==> src/rtl/pcs_pkg.sv <==
// Shared definitions for the 10GBASE-R receive PCS: sync header codes,
// block-lock state encoding and default window sizes.
package pcs_pkg;

  localparam logic [1:0] SYNC_DATA = 2'b01;
  localparam logic [1:0] SYNC_CTRL = 2'b10;

  localparam int SH_CNT_MAX_DEF   = 64;
  localparam int SH_INVLD_MAX_DEF = 16;

  typedef enum logic [1:0] {
    LOCK_INIT = 2'd0,
    TEST      = 2'd1,
    SLIP      = 2'd2,
    SLIP_HOLD = 2'd3
  } lock_state_e;

endpackage

==> src/rtl/pcs_10g_block_lock.sv <==
// Clause-49 style block-lock controller: hunts for 66-bit block boundaries by
// slipping the RX gearbox one bit at a time, then polices header quality.
module pcs_10g_block_lock
  import pcs_pkg::*;
#(
  parameter int SH_CNT_MAX   = SH_CNT_MAX_DEF,
  parameter int SH_INVLD_MAX = SH_INVLD_MAX_DEF,
  parameter int SLIP_WAIT    = 2,
  parameter int SLIP_CNT_W   = 8
) (
  input  logic                  clk,
  input  logic                  nreset,
  input  logic                  signal_ok_i,
  input  logic                  valid_i,
  input  logic [1:0]            head_i,
  output logic                  slip_o,
  output logic                  block_lock_o,
  output logic [SLIP_CNT_W-1:0] slip_cnt_o
);

  localparam int CW = $clog2(SH_CNT_MAX + 1);
  localparam int IW = $clog2(SH_INVLD_MAX + 1);
  localparam int HW = 4;

  localparam logic [CW-1:0] CNT_MAX   = CW'(SH_CNT_MAX);
  localparam logic [IW-1:0] INVLD_MAX = IW'(SH_INVLD_MAX);
  localparam logic [HW-1:0] WAIT_C    = HW'(SLIP_WAIT);

  lock_state_e           state, state_n;
  logic [CW-1:0]         sh_cnt, sh_cnt_n, sh_cnt_inc;
  logic [IW-1:0]         sh_invld_cnt, invld_n, invld_inc;
  logic [HW-1:0]         hold_cnt, hold_n;
  logic                  lock_n, slip_n, go_slip, sh_valid;
  logic [SLIP_CNT_W-1:0] slip_cnt_n;

  assign sh_valid   = (head_i == SYNC_DATA) || (head_i == SYNC_CTRL);
  assign sh_cnt_inc = sh_cnt + 1'b1;
  assign invld_inc  = sh_invld_cnt + {{(IW-1){1'b0}}, ~sh_valid};

  always_ff @(posedge clk or negedge nreset) begin
    if (!nreset) begin
      state        <= LOCK_INIT;
      sh_cnt       <= '0;
      sh_invld_cnt <= '0;
      hold_cnt     <= '0;
      block_lock_o <= 1'b0;
      slip_o       <= 1'b0;
      slip_cnt_o   <= '0;
    end else begin
      state        <= state_n;
      sh_cnt       <= sh_cnt_n;
      sh_invld_cnt <= invld_n;
      hold_cnt     <= hold_n;
      block_lock_o <= lock_n;
      slip_o       <= slip_n;
      slip_cnt_o   <= slip_cnt_n;
    end
  end

  always_comb begin
    state_n    = state;
    sh_cnt_n   = sh_cnt;
    invld_n    = sh_invld_cnt;
    hold_n     = hold_cnt;
    lock_n     = block_lock_o;
    slip_n     = 1'b0;
    slip_cnt_n = slip_cnt_o;
    go_slip    = 1'b0;

    if (!signal_ok_i) begin
      state_n    = LOCK_INIT;
      sh_cnt_n   = '0;
      invld_n    = '0;
      hold_n     = '0;
      lock_n     = 1'b0;
      slip_cnt_n = '0;
    end else begin
      case (state)
        LOCK_INIT: begin
          sh_cnt_n = '0;
          invld_n  = '0;
          lock_n   = 1'b0;
          state_n  = TEST;
        end
        TEST: if (valid_i) begin
          sh_cnt_n = sh_cnt_inc;
          invld_n  = invld_inc;
          if (block_lock_o) begin
            // loss of lock wins over a window end on the same header
            if (invld_inc == INVLD_MAX) begin
              lock_n  = 1'b0;
              go_slip = 1'b1;
            end else if (sh_cnt_inc == CNT_MAX) begin
              sh_cnt_n = '0;
              invld_n  = '0;
            end
          end else if (!sh_valid) begin
            go_slip = 1'b1;
          end else if (sh_cnt_inc == CNT_MAX) begin
            lock_n   = 1'b1;
            sh_cnt_n = '0;
            invld_n  = '0;
          end
        end
        SLIP: begin
          sh_cnt_n = '0;
          invld_n  = '0;
          hold_n   = '0;
          state_n  = (SLIP_WAIT == 0) ? TEST : SLIP_HOLD;
        end
        SLIP_HOLD: if (valid_i) begin
          // headers here are still misaligned by the gearbox shift
          hold_n = hold_cnt + 1'b1;
          if (hold_n == WAIT_C) state_n = TEST;
        end
        default: state_n = LOCK_INIT;
      endcase

      if (go_slip) begin
        state_n  = SLIP;
        slip_n   = 1'b1;
        sh_cnt_n = '0;
        invld_n  = '0;
        if (slip_cnt_o != '1) slip_cnt_n = slip_cnt_o + 1'b1;
      end
    end
  end

endmodule
==> config.mk <==
export PLATFORM = sky130hd
export DESIGN_NAME = pcs_10g_block_lock
export DESIGN_NICKNAME = d
export VERILOG_FILES = /design/src/rtl/pcs_pkg.sv /design/src/rtl/pcs_10g_block_lock.sv
export SDC_FILE = /design/constraint.sdc
export NUM_CORES = 1
export LEC_CHECK = 0
export BUFFER_PORTS_ARGS = -buffer_cell sky130_fd_sc_hd__buf_2
export CAP_MARGIN = 40
export CORE_ASPECT_RATIO = 1.1
export CORE_MARGIN = 2
export CORE_UTILIZATION = 55
export CTS_CLUSTER_DIAMETER = 40
export DETAILED_ROUTE_END_ITERATION = 8
export GPL_ROUTABILITY_DRIVEN = 0
export PLACE_DENSITY = 0.75
export REMOVE_ABC_BUFFERS = 1
export SLEW_MARGIN = 10
export SYNTH_ARGS = -nofsm -noshare
export SYNTH_HDL_FRONTEND = slang
export SYNTH_SLANG_ARGS = --single-unit
==> constraint.sdc <==
create_clock -name clk -period 2.85 [get_ports clk]
set_clock_uncertainty 0.05 [all_clocks]
set_input_delay 0 -clock clk [delete_from_list [all_inputs] [get_ports clk]]
set_output_delay 0 -clock clk [all_outputs]
set_load 0.05 [all_outputs]
# After elaboration in Yosys (flattened, before gate mapping)
# Cells that the tools add are included.
[totals]
mem_bits_ro = 0
reg_bits = 28
output_inout_bits = 10
ram_bits = 0
input_bits = 6
wordCells = 82
n_memories = 0
latch_bits = 0
[classes]
multipliers = 0
n_mux = 42
reduce_logical = 8
eq_ne = 20
bitwise_logic = 1
shift = 0
order_cmp = 0
div = 0
addsub = 4
[ops]
columns = ["operator", "n"]
rows = [
  ["two-way mux 7 bit", 7],
  ["two-way mux 5 bit", 7],
  ["two-way mux 8 bit", 3],
  ["two-way mux 1 bit", 14],
  ["one-hot mux 7 bit (2 select lines)", 1],
  ["!= test 4 bit (second input constant)", 3],
  ["one-hot mux 5 bit (2 select lines)", 1],
  ["adder 8 x 1 -> 8 bit (second input constant)", 1],
  ["two-way mux 2 bit", 4],
  ["two-way mux 4 bit", 2],
  ["!= test 8 bit (second input constant)", 1],
  ["one-hot mux 4 bit (2 select lines)", 1],
  ["AND reduction 2 bit", 4],
  ["adder 7 x 1 -> 7 bit (second input constant)", 1],
  ["equality test 7 bit (second input constant)", 1],
  ["equality test 2 bit (second input constant)", 3],
  ["!= test 3 x 1 -> 1 bit (second input constant)", 2],
  ["!= test 3 bit (second input constant)", 2],
  ["one-hot mux 2 bit (3 select lines)", 1],
  ["adder 5 x 1 -> 5 bit", 1],
  ["equality test 5 bit (second input constant)", 1],
  ["!= test 5 x 1 -> 1 bit (second input constant)", 1],
  ["adder 4 x 1 -> 4 bit (second input constant)", 1],
  ["equality test 2 x 1 -> 1 bit (second input constant)", 2],
  ["9 further kinds", 10],
]

# Longest topological paths before layout
# Gate-level depths: netlist (run 1).
[logic_depth]
word_depth = 12
ltp_mapped = 10
ltp_nobuf = 9

# Worst setup path after synthesis (run 1)
# No wires, ideal clock.
[synth_path]
kind = "register -> register"
from = "reg sh_invld_cnt[0]"
to = "reg slip_cnt_o[5]"
setup_slack_ns = 0.858
arrival_ns = 1.862
path_stages_with_launch = 8
setup_ns = 0.079
period_less_slack_ns = 1.992
path_buffers = 0
cell_sequence = "dfrtp_1 ha_1 ha_1 xnor2_1 and4_4 a31oi_4 nor4_4 mux2i_1"
[synth_between]
elab_chain_cells = 9
[synth_lines]
columns = ["element", "line_no", "rtl"]
rows = [
  ["from (decl)", "pcs_10g_block_lock.sv:31", "logic [IW-1:0] sh_invld_cnt, invld_n, invld_inc;"],
  ["from (signal assigned)", "pcs_10g_block_lock.sv:52", "sh_invld_cnt <= invld_n;"],
  ["adder 5 x 1 -> 5 bit", "pcs_10g_block_lock.sv:38", "assign invld_inc = sh_invld_cnt + {{(IW-1){1'b0}}, ~sh_valid};"],
  ["equality test 5 bit", "pcs_10g_block_lock.sv:90", "if (invld_inc == INVLD_MAX) begin"],
  ["two-way mux 1 bit", "pcs_10g_block_lock.sv:90", ""],
  ["two-way mux 1 bit", "pcs_10g_block_lock.sv:88", "if (block_lock_o) begin"],
  ["two-way mux 1 bit", "pcs_10g_block_lock.sv:85", "TEST: if (valid_i) begin"],
  ["two-way mux 1 bit", "pcs_10g_block_lock.sv:78", "case (state)"],
  ["two-way mux 1 bit", "pcs_10g_block_lock.sv:70", "if (!signal_ok_i) begin"],
  ["!= test 2 x 1 -> 1 bit (no source line)", "-", ""],
  ["AND reduction 2 bit (no source line)", "-", ""],
  ["to (signal assigned)", "pcs_10g_block_lock.sv:56", "slip_cnt_o <= slip_cnt_n;"],
  ["to (decl)", "pcs_10g_block_lock.sv:18", "output logic [SLIP_CNT_W-1:0] slip_cnt_o"],
]
# No other way between the ends. The select of a mux whose other input is x is not followed.
# A chain may end at the register's enable or synchronous reset.

# Worst setup path in the final report (run 1)
[layout_path]
from = "reg sh_invld_cnt[0]"
to = "reg sh_invld_cnt[2]"
[layout_between]
elab_chain_cells = 9
elab_cells_between_ends = 18
[layout_lines]
columns = ["element", "line_no"]
rows = [
  ["adder 5 x 1 -> 5 bit *", "pcs_10g_block_lock.sv:38"],
  ["equality test 5 bit", "pcs_10g_block_lock.sv:90"],
  ["two-way mux 1 bit", "pcs_10g_block_lock.sv:90"],
  ["two-way mux 1 bit", "pcs_10g_block_lock.sv:88"],
  ["two-way mux 1 bit", "pcs_10g_block_lock.sv:85"],
  ["two-way mux 1 bit", "pcs_10g_block_lock.sv:78"],
  ["two-way mux 1 bit", "pcs_10g_block_lock.sv:70"],
  ["!= test 4 bit (no source line) (tied with other cells)", "-"],
  ["AND reduction 2 bit (no source line) / two-way mux 5 bit (equally long branches)", "-"],
]
# Every way passes the cells marked *; elsewhere a longest branch is shown, timed or not. The select of a mux whose other input is x is not followed.

==> metrics.cfg, run 1 <==
[routing]
wire_per_inst_um=15.30
wl_met1_um=1546
top_layer=met4
viasPerCell=6.115
ant_nets=0
initialDrtViolationCount=62
wl_met2_um=1852
met3_length_um=105
vias=1437
dr.pass1.iters=4
drt-total-wl_um=3596
drc_errors=0

[setup_path]
cp-start-kind=register
max_stage_delay_ps=410
critPathArrivalTime_ps=2380
crit_family=compound AO/OA/AOI/OAI gates
crit_chain=ha_1 > ha_1 > xnor2_1 > and4_4 > a31oi_4 > o31ai_4 > o311ai_2
r2r_start=sh_invld_cnt[0]
critical_path_peak_fanout=12
worst-path-buf-inv=0
r2r_setup_slack_ps=660
crit_cells=7
rr_endpoint=sh_invld_cnt[2]
reg2reg_depth=7
setup.worst_path.class=register to register
cp-end-kind=register
critPathMostFrequentCell=ha_1
cp_slowest_cell=dfrtp_1
crit_required_ps=3040

[yosys]
synth_area_mm2=0.001752
syn_inst=182
syn_area_per_cell_um2=9.625
synth_edf_count=0
ys_seq_area_share_pct=40.00
synth_async_sr_flop_share_pct=100.0
synth-seq-cells=28
synth-warning-count=0
synthFlopType=dfrtp_1
ys_types=48

[global_route]
grt_max_degree=29
first_global_vias=1469
grt_pass1_wl_um=6237
grt_overflow_total=0
antenna_found_initial=0
grt_usage_pct=21.76

[floorplanning]
coreArea_mm2=0.003048
rows=21
die_h_um=63.19
dieArea_mm2=0.003653
die_width_um=57.81
pin_count=16
initial_core_util_pct=57.47

[power_and_ir_drop]
power.share.clock_pct=28.1
ir_drop_v=0.0003093
power.density_mw_per_mm2=354.2
swShare_pct=25.81
power_leakage_nw=0.8328
p_total_mw=0.6799
p_comb_share_pct=11.6
seqPwrFrac_pct=60.3
p_int_mw=0.5044
switchingPower_mw=0.1755

[timing]
fin_crit_ps=2191
worst_pin_slew_ps=628.2
post-route-period-util_pct=76.87
fmax_ghz=0.4565
rsz0062_at_grt=false
finalMaxSlewViolations=0
tns_ps=0
hold_viol=0
setup_viol=0
setup_ws_ps=659.3
slew_headroom_pct=58.12

[clocking]
cts_max_level=1
clock_latency_ps=320
cts.sinks=28
path_clk_slew_ps=150
cts_tree=built
clockRootBuffer=clkbuf_4
post_cts_buffers=0
clk_path_buf_depth=2
cts_buffers=3

[min_path]
hold_path.class=input pin to async pin

[run_status]
outcome=finished, final reports clean

[cells_and_area]
final_cells=235
diodes=0
area_growth_pct=9.571
drive_gt1_share_pct=16.42
nNetsFinal=215
fin_util_pct=62.97

[place]
dp_hpwl_um=2679
dp_cells=228
port-buffer-count=15
pre_cts_ws_ps=668.5

[flow_run]
cap_viol_max_count=0

[worst max-delay path by stage]
stage,startpoint,end,slack (ps)
2_1_floorplan,sh_invld_cnt[0],slip_cnt_o[5],860
3_3_place_gp,head_i[1],sh_invld_cnt[2],750
3_5_place_dp,head_i[1],sh_invld_cnt[2],670
4_1_cts,sh_invld_cnt[0],sh_invld_cnt[2],660
5_1_grt,sh_invld_cnt[0],sh_invld_cnt[2],560
6_report,sh_invld_cnt[0],sh_invld_cnt[2],660
[synth_stat cells, drive strengths merged, types with 3 or more instances]
master | n | share of area, %
a31o | 3 | 1.5
nor3 | 6 | 1.7
a21oi | 9 | 2.6
mux2i | 6 | 3.4
o21ai | 13 | 3.7
nor2 | 9 | 1.9
inv | 13 | 2.8
ha | 7 | 5.0
xor2 | 5 | 2.9
nand3 | 11 | 3.4
o311ai | 4 | 2.4
nand2b | 6 | 2.1
or3 | 3 | 1.1
nand2 | 21 | 4.5
a31oi | 4 | 3.1
nand4 | 4 | 1.4
dfrtp | 28 | 40
[metrics by stage]
step	hold slack, ps	area (um2)
2_1_floorplan	-345.6	1728
3_3_place_gp	-1.180	1853
3_5_place_dp	11.89	1853
4_1_cts	158.0	1919
5_1_grt	198.9	1919
6_report	162.2	1919
[power groups by stage]
stage | clock (mW) | combinational, mW | sequential, mW
final | 0.191 | 0.0786 | 0.410
after global routing | 0.216 | 0.0871 | 0.411
after CTS | 0.202 | 0.0798 | 0.410
after detailed placement | 0 | 0.0762 | 0.417
after global placement | 0 | 0.0730 | 0.417
after floorplan | 0 | 0.0416 | 0.421
[layout make-up]
| class | count | area (um2) |
|---|---|---|
| fillers | 235 | 1129 |
| well taps | 34 | 42.54 |
| flip-flops and latches | 28 | 700.7 |
| multi-input cells | 137 | 978.4 |
| repair buffers | 19 | 112.6 |
| inverters | 13 | 48.80 |
| clock buffers | 4 | 36.28 |
[worst reg2reg max path: stages (launching register included)]
cell,delay [ps]
dfrtp_1,410
ha_1,210
ha_1,250
xnor2_1,150
and4_4,220
a31oi_4,390
o31ai_4,200
o311ai_2,230
[state kept, by name (all words and copies together) (netlist names)]
| signal | flops |
|---|---|
| slip_o | 1 |
| hold_cnt | 4 |
| sh_cnt | 7 |
| slip_cnt_o | 8 |
| sh_invld_cnt | 5 |
| state | 2 |
| block_lock_o | 1 |
[cells by family (layout without fill, tap and decap cells)]
group,after synthesis,count (layout),share of synthesized area (%)
AO/OA/AOI/OAI,47,47,21.00
XOR/XNOR,7,7,5.000
adder cells (fa/ha/maj),7,7,5.000
buffers and inverters,17,36,4.143
flip-flops,28,28,40.00
multiplexers,6,6,3.429
AND/OR/NAND/NOR,70,70,21.43
[per-layer routing]
| layer | vias up | track usage, % |
|---|---|---|
| li1 | 704 | - |
| met2 | 32 | 38.35 |
| met3 | 11 | 2.875 |
| met4 | 0 | 10.76 |
| met5 | - | 0 |
| met1 | 690 | 25.30 |
[layout by cell type (no fill, tap or decap), types with 4 or more instances in the layout]
master | synthesis | final
nand4_1 | 4 | 4
o21ai_1 | 8 | 8
dfrtp_1 | 28 | 28
nor3_1 | 6 | 6
nand2b_1 | 6 | 6
xor2_1 | 4 | 4
nand3_1 | 10 | 10
buf_2 | 1 | 15
nor2_1 | 9 | 9
mux2i_1 | 6 | 6
a21oi_1 | 9 | 9
inv_1 | 13 | 13
nand2_1 | 21 | 21
o21ai_0 | 5 | 5
ha_1 | 7 | 7
[repair_timing]
action,CTS,global route
hold endpoints to repair,35,0
hold buffers,3,0
resized for setup,0,0
(Power assumes the default switching activity.)
==> run 2, diff against run 1 <==
CORE_UTILIZATION = 53   (was 55)
clock period = 1.9 ns   (was 2.85 ns; I/O delays follow)
==> run 2 against run 1 <==
Against the previous run:
- the flow now finishes with violations (design-rule violations, negative setup slack)
- via count is 6.8% higher
- non-clock buffer count is 14 higher
- combinational power is 93% higher
- critical path depth is 1 higher
- worst hold slack worse by 130 ps
- count of clock-buffer cells in the layout is 1 lower
- power is 50% higher
- critical path type unchanged
- final cell count is 6.0% higher
- flip-flop and latch count stayed put
==> metrics.cfg, run 2 (synthesis results as in run 1) <==
[run_status]
outcome=finished, violations left
violations=design-rule violations, negative setup slack

[timing]
worst_pin_slew_ps=639.6  ; +11.39 ps
rsz0062_at_grt=true
finalMaxSlewViolations=0  ; unchanged
tns_ps=-948.0  ; -948.0 ps
setup_ws_ps=-100.3  ; -759.6 ps
hold_viol=0  ; unchanged
holdWs_ps=34.96  ; -127.3 ps
post-route-period-util_pct=105.3  ; +28 points
fin_crit_ps=2000  ; -190.4 ps
slew_headroom_pct=57.36  ; -0.76 points
setup_viol=18  ; +18
fmax_ghz=0.4999  ; +9.5%

[setup_path]
cp-end-kind=register
critPathMostFrequentCell=ha_4
max_stage_delay_ps=450  ; +40 ps
crit_family=compound AO/OA/AOI/OAI gates
critical_path_peak_fanout=7  ; -5
cp_slowest_cell=dfrtp_1
crit_required_ps=2130  ; -910 ps
crit_chain=ha_4 > ha_4 > xnor2_2 > and4_4 > a31oi_4 > o31ai_4 > buf_12 > o21ai_2
critPathArrivalTime_ps=2230  ; -150 ps
cp-start-kind=register
setup.worst_path.class=register to register
worst-path-buf-inv=1  ; +1

[routing]
drt-total-wl_um=3992  ; +11%
drc_errors=1  ; +1
vias=1535  ; +6.8%
dr.pass1.iters=6  ; +2
ant_nets=0  ; unchanged
wire_per_inst_um=16.03  ; +4.8%
viasPerCell=6.165  ; +0.81%
initialDrtViolationCount=85  ; +37%

[clocking]
cts_tree=built
cts.sinks=28  ; unchanged
clk_path_buf_depth=2  ; unchanged
path_clk_slew_ps=160  ; about the same
clock_latency_ps=330  ; about the same
cts_buffers=3  ; unchanged
cts_max_level=1  ; unchanged
clockRootBuffer=clkbuf_4

[cells_and_area]
top_register=slip_cnt_o
reg_top3=slip_cnt_o x8, sh_cnt x7, sh_invld_cnt x5
area_growth_pct=22.57
layout_commonest_cell=dfrtp_1
largest_register_ffs=8  ; unchanged
drive_gt1_share_pct=31.63  ; +15 points
final_cells=249  ; +6.0%
final_cell_mix=dfrtp_1 (28), nand2_1 (20), buf_2 (15)
nNetsFinal=230  ; +7.0%
diodes=0  ; unchanged

[floorplanning]
die_width_um=58.82  ; +1.7%
dieArea_mm2=0.003782  ; +3.5%
coreArea_mm2=0.003100  ; +1.7%
pin_count=16  ; unchanged
initial_core_util_pct=56.50  ; -0.97 points
rows=21  ; unchanged
die_h_um=64.30  ; +1.7%

[global_route]
grt_usage_pct=23.46  ; +1.7 points
first_global_vias=1499  ; +2.0%
grt_max_degree=29  ; unchanged
antenna_found_initial=0  ; unchanged
grt_overflow_total=0  ; unchanged
grt_pass1_wl_um=6920  ; +11%

[place]
dp_cells=238  ; +4.4%
port-buffer-count=15  ; unchanged
pre_cts_ws_ps=-207.9  ; -876.4 ps
dp_hpwl_um=2656  ; -0.85%

[min_path]
hold_path.class=input pin to register

[power_and_ir_drop]
ir_drop_v=0.0002986  ; -3.5%
power_leakage_nw=0.9219  ; +11%
power.density_mw_per_mm2=473.8  ; +34%

[flow_run]
cap_viol_max_count=0  ; unchanged

[run 2: changes by cell type in the layout (fill, tap and decap cells not counted), sizes merged]
cell         before  now
clkbuf            4    3
buf              16   31
dlygate4sd3       3    2
a31oi             4    5
[run 2: worst paths after layout]
check | from | to | slack, ps | depth (start not counted)
max in group asynchronous | nreset | sh_cnt[3] | 1220 | 2
worst max register to register | sh_invld_cnt[0] | sh_invld_cnt[0] | -100 | 8
min in group asynchronous | nreset | slip_cnt_o[7] | 150 | 2
worst min register to register | sh_cnt[5] | sh_cnt[5] | 500 | 1
worst min-delay path | valid_i | slip_o | 30 | 3
worst max-delay path | sh_invld_cnt[0] | sh_invld_cnt[0] | -100 | 8
[run 2: metrics by stage]
stage | total power [mW] | utilization, % | cell area (um2)
final | 1.017 | 69.25 | 2147
after global routing | 1.059 | 69.25 | 2147
after CTS | 1.014 | 68.12 | 2112
after detailed placement | 0.7501 | 62.19 | 1928
after global placement | 0.7438 | 62.19 | 1928
after floorplan | 0.6935 | - | 1728
[run 2: layout make-up]
class | instances | area [um2]
well taps | 34 | 42.54
inverters | 13 | 48.80
multi-input cells | 138 | 1101
flip-flops and latches | 28 | 700.7
repair buffers | 33 | 231.5
clock buffers | 3 | 22.52
fillers | 229 | 953.4
[run 2: tightest hold or removal path, cell delays in order]
cell	delay (ps)
buf_2	150
nand3b_1	150
nor3_1	80
[run 2: per-layer routing]
layer	global-route usage (%)	share of wire (%)	wire length (um)	up-vias
met4	7.955	1.8	72	0
met2	39.31	51	2045	25
met5	0	0	0	-
li1	-	-	-	731
met3	2.429	2.0	78	8
met1	31.13	45	1797	771
[run 2: power by group]
group          switching (mW)  total [mW]  leakage (nW)  internal [mW]
combinational          0.0988       0.152         0.520         0.0532
sequential            0.00936       0.613         0.388          0.603
clock                   0.178       0.252        0.0138         0.0745
[run 2: what timing repair did]
item | in CTS | in global routing
hold buffers | 2 | 0
setup buffers | 4 | 1
cloned | 1 | 0
endpoints found under the hold margin | 34 | 0
setup endpoints to repair | 23 | 23
gates resized for setup | 17 | 8
pin swaps | 12 | 8
